<file path="src/rtl/splitter.sv">
// Splits a 6-bit unsigned value into two BCD digits (tens, units) with one
// register stage, and flags values above MAX_VALUE.
module splitter #(
    parameter int MAX_VALUE = 59
) (
    input  logic       clk_i,
    input  logic       rst_i,
    input  logic [5:0] number_i,
    input  logic       valid_i,
    output logic [3:0] left_digit_o,
    output logic [3:0] right_digit_o,
    output logic       valid_o,
    output logic       range_err_o
);

    localparam logic [5:0] MAX_V = 6'(MAX_VALUE);

    logic [3:0] left_p0;
    logic [3:0] right_p0;
    logic       err_p0;
    logic       vld_p0;
    logic [3:0] tens;
    logic [3:0] units;

    // Constant-divisor split: a threshold ladder picks the tens digit and a
    // single constant subtraction leaves the units digit.
    function automatic logic [3:0] tens_of(input logic [5:0] n);
        logic [3:0] t;
        if (n >= 6'd60)      t = 4'd6;
        else if (n >= 6'd50) t = 4'd5;
        else if (n >= 6'd40) t = 4'd4;
        else if (n >= 6'd30) t = 4'd3;
        else if (n >= 6'd20) t = 4'd2;
        else if (n >= 6'd10) t = 4'd1;
        else                 t = 4'd0;
        return t;
    endfunction

    function automatic logic [3:0] units_of(input logic [5:0] n, input logic [3:0] t);
        logic [5:0] rem;
        rem = n - (6'(t) * 6'd10);
        return rem[3:0];
    endfunction

    always_comb begin
        tens  = tens_of(number_i);
        units = units_of(number_i, tens);
    end

    // Stage p0: output registers; digits and range flag hold when valid_i is low.
    always_ff @(posedge clk_i or negedge rst_i) begin
        if (!rst_i) begin
            left_p0  <= 4'd0;
            right_p0 <= 4'd0;
            err_p0   <= 1'b0;
            vld_p0   <= 1'b0;
        end else begin
            vld_p0 <= valid_i;
            if (valid_i) begin
                left_p0  <= tens;
                right_p0 <= units;
                err_p0   <= (number_i > MAX_V);
            end
        end
    end

    assign left_digit_o  = left_p0;
    assign right_digit_o = right_p0;
    assign valid_o       = vld_p0;
    assign range_err_o   = err_p0;

endmodule

</file>
<file path="config.mk">
export PLATFORM = sky130hd
export DESIGN_NAME = splitter
export DESIGN_NICKNAME = d
export VERILOG_FILES = /design/src/rtl/splitter.sv
export SDC_FILE = /design/constraint.sdc
export NUM_CORES = 1
export LEC_CHECK = 0
export ABC_CLOCK_PERIOD_IN_PS = 1800
export CAP_MARGIN = 20
export CORE_MARGIN = 2
export CORE_UTILIZATION = 30
export DETAILED_ROUTE_END_ITERATION = 12
export PLACE_DENSITY_LB_ADDON = 0.1
export SYNTH_ARGS = -nofsm -noshare
export SYNTH_HDL_FRONTEND = slang
export SYNTH_SLANG_ARGS = --single-unit
</file>
<file path="constraint.sdc">
create_clock -name clk_i -period 1.8 [get_ports clk_i]
set_input_delay 0.18 -clock clk_i [delete_from_list [all_inputs] [get_ports clk_i]]
set_output_delay 0.18 -clock clk_i [all_outputs]
set_load 0.05 [all_outputs]
</file>
# Yosys cells after proc, flatten, opt, wreduce, memory -nomap -nowiden
# Index checks and enable logic that the tools add are counted.
dict set report word_totals {
  reg_bits 10
  wordCells 19
}
dict set report classes {
  n_mul 1
  n_lt_le_gt_ge 7
  n_mux 6
  add_sub_neg 1
}
# operator n
set ops {}
lappend ops {{>= comparator 6 bit, second input constant} 3}
lappend ops {{>= comparator 6 x 5 -> 1 bit, second input constant} 2}
lappend ops {{>= comparator 6 x 4 -> 1 bit, second input constant} 1}
lappend ops {{greater-than comparator 6 bit, second input constant} 1}
lappend ops {{2-to-1 mux 3 bit} 2}
lappend ops {{multiplier 4 x 3 -> 3 bit, second input constant} 1}
lappend ops {{2-to-1 mux 2 bit} 2}
lappend ops {{2-to-1 mux 4 bit} 1}
lappend ops {{subtractor 4 bit} 1}
lappend ops {{2-to-1 mux 1 bit} 1}

# Logic depth before layout (Yosys ltp)
# Gate-level depths: netlist of the first run.
dict set report depth {
  ltp_word 9
  depth_mapped 10
}

# Worst setup path after synthesis of the first run
# Ideal clock, no wire load.
dict set report synth_timing {
  path_kind {input -> register}
  startpoint {input number_i[4]}
  endpoint {register right_p0[3] (netlist: right_digit_o[3])}
  t_arrival_ns 1.789
  stages 10
  setup_time_ns 0.131
  setup_slack_ns -0.120
  cell_sequence {buf_6 > and4bb_1 > a211oi_1 > a41o_1 > ha_1 > inv_1 > fa_1 > nand2_1 > a21oi_1 > or3_1}
}
dict set report synth_via {
  elab_chain_cells 9
}
# element line_no
set synth_rtl {}
lappend synth_rtl {{from (decl)} 8} ;# input logic [5:0] number_i,
lappend synth_rtl {{>= comparator 6 x 4 -> 1 bit} 34} ;# else if (n >= 6'd10) t = 4'd1;
lappend synth_rtl {{2-to-1 mux 1 bit} 34}
lappend synth_rtl {{2-to-1 mux 2 bit} 33} ;# else if (n >= 6'd20) t = 4'd2;
lappend synth_rtl {{2-to-1 mux 2 bit} 32} ;# else if (n >= 6'd30) t = 4'd3;
lappend synth_rtl {{2-to-1 mux 3 bit} 31} ;# else if (n >= 6'd40) t = 4'd4;
lappend synth_rtl {{2-to-1 mux 3 bit} 30} ;# else if (n >= 6'd50) t = 4'd5;
lappend synth_rtl {{2-to-1 mux 4 bit (*)} 29} ;# if (n >= 6'd60) t = 4'd6;
lappend synth_rtl {{named net tens[0]} 22} ;# logic [3:0] tens;
lappend synth_rtl {{multiplier 4 x 3 -> 3 bit (*)} 41} ;# rem = n - (6'(t) * 6'd10);
lappend synth_rtl {{subtractor 4 bit (*)} 41}
lappend synth_rtl {{to (signal assigned)} 61} ;# right_p0 <= units;
lappend synth_rtl {{to (decl)} 19} ;# logic [3:0] right_p0;
# Mark *: on every way through the listed nets, which the timed path passes. The rest lies on a longest branch.
# A chain may end at the register's enable or synchronous reset.

# Final worst setup path of the first run
dict set report layout_timing {
  startpoint {input number_i[1]}
  endpoint {register right_p0[3] (netlist: right_digit_o[3])}
}
# Same word-level chain as after synthesis.

==> impl_metrics.json, run 1 <==
{
  "outcome": "finished clean",
  "clkTransAtPathRegs_ns": 0.06,
  "synth_xor_area_frac": 0,
  "startpoint": "number_i[1]",
  "leakagePower_nw": 0.3908,
  "max-clock-path-buffers": 2,
  "syn_inst": 55,
  "synthDistinctLibCells": 28,
  "synth_seq_cells": 9,
  "syn_area_um2": 554.3,
  "crit_family": "simple AND/OR/NAND/NOR gates",
  "hpwl_um": 909,
  "syn2layout_area_growth_pct": 55.30,
  "path_class": "input port to flop",
  "grt_antenna_before_repair": 0,
  "wl_mm": 1.189,
  "grt_use_total": 0.1377,
  "path_cells": "buf_2, and4bb_1, a211oi_2, a41o_1, ha_2, inv_2, fa_2, nor2b_1, and4_1, or3_1",
  "num_rows": 15,
  "whs_ns": 0.2128,
  "worst_ep_required_time_ns": 1.94,
  "gp_congestion": 0.7615,
  "setup_violations": 0,
  "synth_edf_count": 0,
  "crit_end": "right_digit_o[3]",
  "cts_buffers": 3,
  "cts_tree": "built",
  "slew_headroom": 0.6670,
  "reg2reg_slack_ns": 0.89,
  "maxSlewViolCount": 0,
  "holdBufCountCts": 0,
  "tns_ns": 0,
  "first_global_vias": 500,
  "grt_max_degree": 13,
  "crit_slowest_cell": "or3_1",
  "antenna_cells": 0,
  "power-per-cell-area_nw_per_um2": 784.0,
  "min_period_ns": 1.715,
  "dp.cells": 105,
  "synth_top_family_by_area": "compound AO/OA/AOI/OAI gates",
  "dieWidth_um": 46.99,
  "clock_latency_ns": 0.25,
  "start_util": 0.3210,
  "port_buffers": 17,
  "startpoint_type": "input port",
  "die_h_um": 46.99,
  "rr_endpoint": "right_digit_o[3]",
  "yosysSeqAreaShare": 0.4063,
  "muxShareOfSynthArea": 0.09707,
  "power.total_w": 0.0006749,
  "drtPass1Iterations": 4,
  "vdd_drop_max_uv": 494.3,
  "cts.htree.levels": 1,
  "hold_viol": 0,
  "grt_overflow": 0,
  "final_util": 0.4986,
  "final_cells": 111,
  "numClockSinks": 9,
  "cp.depth": 10,
  "hold_class": "input port to asynchronous set/reset pin",
  "final_antenna_net_count": 0,
  "cp.arrival_ns": 1.85,
  "via_per_inst": 4.658,
  "fin_skew_ns": 0,
  "yosys.area_share.simple": 0.1512,
  "clock.fmax_mhz": 583.0,
  "routed-via-count": 517,
  "synth_fa_ha_area_frac": 0.07675,
  "worst_slew_pin_slew_ns": 0.4979,
  "cp-end-kind": "flop",
  "syn_area_per_cell_um2": 10.08,
  "async_flop_share": 1.000,
  "synth_ff_type": "dfrtp_1",
  "core_area_um2": 1727,
  "rsz0062_at_grt": "no",
  "fin_nets": 98,
  "r2r_cells": 3,
  "grt_pass1_wl_mm": 2.063,
  "die_area_um2": 2208,
  "cp_num_buf_inv": 2,
  "synth_nets": 66,
  "max_stage_delay_ns": 0.35,
  "r2r_start": "right_digit_o[3]",
  "drtIter0Drc": 4,
  "pin_count": 19,
  "cap_violations": 0,
  "yosysWarnings": 0,
  "routedWlPerCell_um": 10.71,
  "fill_cells": 180,
  "cp_max_fo": 4,
  "clockRootBuffer": "clkbuf_4",
  "drive_above_1_share": 0.3837,
  "synth_compound_area_frac": 0.1535,
  "min_period_over_period": 0.9530,
  "drc_errors": 0
}
-- sequential cells by signal, summed over array words and instances, names as in the netlist --
name / cells
range_err_o: 1
valid_o: 1
right_digit_o: 4
left_digit_o: 3
-- per-stage QoR --
| step | cell area, um2 | setup WS, ns |
|---|---|---|
| 6_report | 860.8 | 0.08467 |
| 3_3_place_gp | 823.3 | -0.6568 |
| 2_1_floorplan | 561.8 | -0.04051 |
| 3_5_place_dp | 823.3 | -0.6353 |
| 5_1_grt | 860.8 | 0.01273 |
| 4_1_cts | 860.8 | 0.005077 |
-- cell usage after synthesis, types with 2 or more instances --
master	n	area, um2
a21oi_1	3	15.01
dfrtp_1	9	225.2
mux2i_1	2	20.02
o211ai_1	4	30.03
inv_1	8	30.03
o21ai_0	2	10.01
mux2_2	3	33.78
nor2b_1	2	12.51
buf_4	2	15.01
nor2_1	2	7.510
-- worst min path at each step --
stage	slack, ns	cells past startpoint	start	endpoint
after CTS	0.22	1	rst_i	right_digit_o[3]
after global routing	0.24	1	rst_i	right_digit_o[3]
final	0.21	1	rst_i	right_digit_o[3]
after floorplan	-0.12	0	rst_i	left_digit_o[0]
after detailed placement	0.50	1	right_digit_o[0]	right_digit_o[0]
after global placement	0.49	1	right_digit_o[0]	right_digit_o[0]
-- cells by family after synthesis --
logic type      count (synthesis)
compound gates                 13
buf+inv                        12
simple gates                   12
flops                           9
mux                             5
fa+ha+maj                       3
other cells                     1
-- where the power goes --
| part | switching (W) | internal [W] |
|---|---|---|
| combinational | 0.000167 | 0.000116 |
| clock | 0.0000652 | 0.0000851 |
| sequential | 0.0000122 | 0.000229 |
| total | 0.000245 | 0.000430 |
-- final cells by class --
class / count / area, um2 / share of cell area
sequential: 9 / 225.2 / 0.2616
timing repair buffer: 31 / 260.3 / 0.3023
tap: 25 / 31.28 / 0.03634
multi-input combinational: 34 / 287.8 / 0.3343
inverter: 8 / 30.03 / 0.03488
clock buffer: 4 / 26.28 / 0.03052
-- layer usage --
layer | vias to the layer above | part of all wire | global-route usage | wire length [um]
li1 | 255 | - | - | -
met1 | 248 | 0.43 | 0.1549 | 510
met2 | 14 | 0.50 | 0.2301 | 600
met3 | 0 | 0.066 | 0.07308 | 78
met4 | 0 | 0 | 0.03333 | 0
met5 | - | 0 | 0 | 0
-- placed cells by master, fill, tap and decap left out, types with 2 or more instances in the layout --
cell / synthesis / final
dfrtp_1: 9 / 9
inv_2: 0 / 2
nor2_1: 2 / 2
mux2_2: 3 / 3
inv_1: 8 / 6
buf_4: 2 / 14
a21oi_1: 3 / 2
clkbuf_4: 0 / 3
clkdlybuf4s50_1: 0 / 12
mux2i_1: 2 / 2
o211ai_1: 4 / 4
buf_2: 0 / 3
-- what timing repair did --
action,CTS,global route
setup endpoints to repair,2,1
endpoints found under the hold margin,0,0
setup buffers,2,0
gates resized for setup,26,0
pin swaps,7,4
(Power assumes the default switching activity.)
==> inputs of run 2 (changes only) <==
--- a/config.mk
+++ b/config.mk
@@ -11,4 +11,5 @@
 export CORE_UTILIZATION = 30
 export DETAILED_ROUTE_END_ITERATION = 12
+export GPL_ROUTABILITY_DRIVEN = 0
 export PLACE_DENSITY_LB_ADDON = 0.1
 export SYNTH_ARGS = -nofsm -noshare
==> constraint.sdc (replaced) <==
create_clock -name clk_i -period 1.8 [get_ports clk_i]
set_input_delay 0.18 -clock clk_i [delete_from_list [all_inputs] [get_ports clk_i]]
set_output_delay 0.18 -clock clk_i [all_outputs]
set_load 0.01 [all_outputs]
==> results of run 2 <==
The final DEF is identical to that of run 1. Status: finished clean.
Main changes from that run: total power 0.0006749 W -> 0.0005883 W; worst IR drop on VDD 494.3 uV -> 467.1 uV
==> inputs of run 3 (changes only) <==
ABC_AREA = 1   (was default)
REMOVE_ABC_BUFFERS = 1   (was default)
==> impl_metrics.json, run 3 <==
{
  "outcome": "finished clean",
  "drc_errors": 0,
  "layout_commonest_cell": "nand2_1",
  "synth_ff_type": "dfrtp_1",
  "grt_antenna_before_repair": 0,
  "grt_pass1_wl_mm": 1.863,
  "drive_above_1_share": 0.2793,
  "drtIter0Drc": 3,
  "setup_violations": 0,
  "syn_area_per_cell_um2": 7.113,
  "maxSlewViolCount": 0,
  "grt_use_total": 0.1243,
  "power-per-cell-area_nw_per_um2": 674.1,
  "grt_overflow": 0,
  "fin_skew_ns": 0,
  "leakagePower_nw": 0.4623,
  "final_antenna_net_count": 0,
  "cp-end-kind": "flop",
  "startpoint_type": "input port",
  "routedWlPerCell_um": 8.695,
  "tns_ns": 0,
  "cts.htree.levels": 1,
  "clock.fmax_mhz": 586.8,
  "syn2layout_area_growth_pct": 67.23,
  "synth_edf_count": 0,
  "synth_seq_cells": 9,
  "start_util": 0.3109,
  "ff_latch_area_um2": 225.2,
  "vdd_drop_max_uv": 308.8,
  "final_util": 0.5199,
  "cts_buffers": 3,
  "async_flop_share": 1.000,
  "largest_reg_flops": 4,
  "die_area_um2": 2080,
  "fill_cells": 168,
  "yosysWarnings": 0,
  "grt_max_degree": 10,
  "first_global_vias": 457,
  "yosysMostFrequentCell": "nand2_1",
  "clkTransAtPathRegs_ns": 0.06,
  "dieWidth_um": 45.61,
  "path_class": "input port to flop",
  "cts_tree": "built",
  "cp.arrival_ns": 1.90,
  "max-clock-path-buffers": 2,
  "num_rows": 15,
  "worst_ep_required_time_ns": 2.00,
  "hpwl_um": 911.6,
  "fin_nets": 123,
  "dp.cells": 121,
  "syn_inst": 73,
  "antenna_cells": 0,
  "wl_mm": 1.113,
  "final_cells": 128,
  "drtPass1Iterations": 2,
  "core_area_um2": 1670,
  "pin_count": 19,
  "synth_common_cells": "nand2_1, dfrtp_1, inv_1, nor2_1, nand3_1",
  "min_period_over_period": 0.9468,
  "clockRootBuffer": "clkbuf_4",
  "place_area_um2": 815.8,
  "syn_area_um2": 519.2,
  "yosysSeqAreaShare": 0.4337,
  "min_period_ns": 1.704,
  "port_buffers": 17,
  "numClockSinks": 9,
  "hold_class": "input port to asynchronous set/reset pin",
  "routed-via-count": 541,
  "cp_max_fo": 3,
  "postLayoutCellArea_um2": 868.3,
  "synth_top_area_share": 0.4337,
  "via_per_inst": 4.227,
  "synthDistinctLibCells": 15,
  "synth_area_leaders": "dfrtp_1, nand2_1, inv_1",
  "yosys.area.top_type": "dfrtp_1",
  "cap_violations": 0,
  "layout_common_cells": "nand2_1, buf_4, clkdlybuf4s50_1",
  "die_h_um": 45.61,
  "holdBufCountCts": 0,
  "multi_input_area_um2": 260.3,
  "hold_viol": 0,
  "clock_latency_ns": 0.25
}
## run 3: cell types whose count changed after synthesis, moves of 2 or more
cell / previous run / this run
mux2_2: 3 / 0
mux2i_1: 2 / 0
nand2_1: 1 / 25
nand2_2: 0 / 3
nand3_1: 0 / 6
nor2_1: 2 / 9
nor2b_1: 2 / 0
o211ai_1: 4 / 0
## run 3: path summary, 6_finish.rpt
| path | start | end | slack (ns) | cells past startpoint |
|---|---|---|---|---|
| setup / recovery | number_i[4] | right_digit_o[2] | 0.1 | 14 |
| hold / removal | rst_i | valid_o | 0.22 | 1 |
| setup reg to reg | right_digit_o[1] | right_digit_o[1] | 1.18 | 2 |
| hold reg to reg | right_digit_o[0] | right_digit_o[0] | 0.47 | 2 |
| max in group asynchronous | rst_i | left_digit_o[2] | 1.29 | 1 |
| min in group clk_i | number_i[0] | right_digit_o[0] | 0.45 | 3 |
## run 3: final cells by class
class	instances	area share
clock buffers	4	0.03026
inverters	10	0.04323
multi-input cells	53	0.2997
flip-flops and latches	9	0.2594
well taps	17	0.02450
repair buffers	35	0.3429
## run 3: kinds of logic after synthesis
group | synth area share
compound gates | 0.05781
simple gates | 0.3518
flops | 0.4337
other cells | 0.007222
fa+ha+maj | 0.06265
buf+inv | 0.08674
## run 3: repair_timing
action                                 in CTS  in global routing
setup endpoints to repair                   2                  2
gates resized for setup                     5                 12
pin swaps                                   2                  6
setup buffers                               1                  2
endpoints found under the hold margin       0                  0
## run 3: per-stage QoR
stage                     total power (W)  hold slack, ns  setup slack (ns)
after floorplan                 0.0003155         -0.1156            0.1698
after global placement          0.0004310          0.4536           -0.4427
after detailed placement        0.0004318          0.4584           -0.4493
after CTS                       0.0005879          0.2321          0.008100
after global routing            0.0006341          0.2470          -0.01300
final                           0.0005853          0.2202           0.09572
## run 3: per-layer routing
metal / global-route usage / share of wire
met5: 0 / 0
met4: 0.05294 / 0.013
met3: 0.03571 / 0.032
met2: 0.1887 / 0.44
met1: 0.1630 / 0.51
## run 3: worst max-delay path, cell delays in order
cell	delay (ns)
clkdlybuf4s15_1	0.19
or2_1	0.25
nand2_1	0.07
nand2_1	0.07
nand2_2	0.06
nand2_1	0.04
nand2_1	0.07
nand2_1	0.06
inv_1	0.06
ha_2	0.17
inv_2	0.04
fa_2	0.54
nand2_1	0.04
nand2_1	0.05
## run 3: where the power goes
| group | switching (W) | total (W) | internal, W | leakage [nW] |
|---|---|---|---|---|
| Clock | 0.0000677 | 0.000153 | 0.0000853 | 0.0150 |
| Sequential | 0.0000116 | 0.000238 | 0.000227 | 0.109 |
| Combinational | 0.0000838 | 0.000194 | 0.000110 | 0.339 |
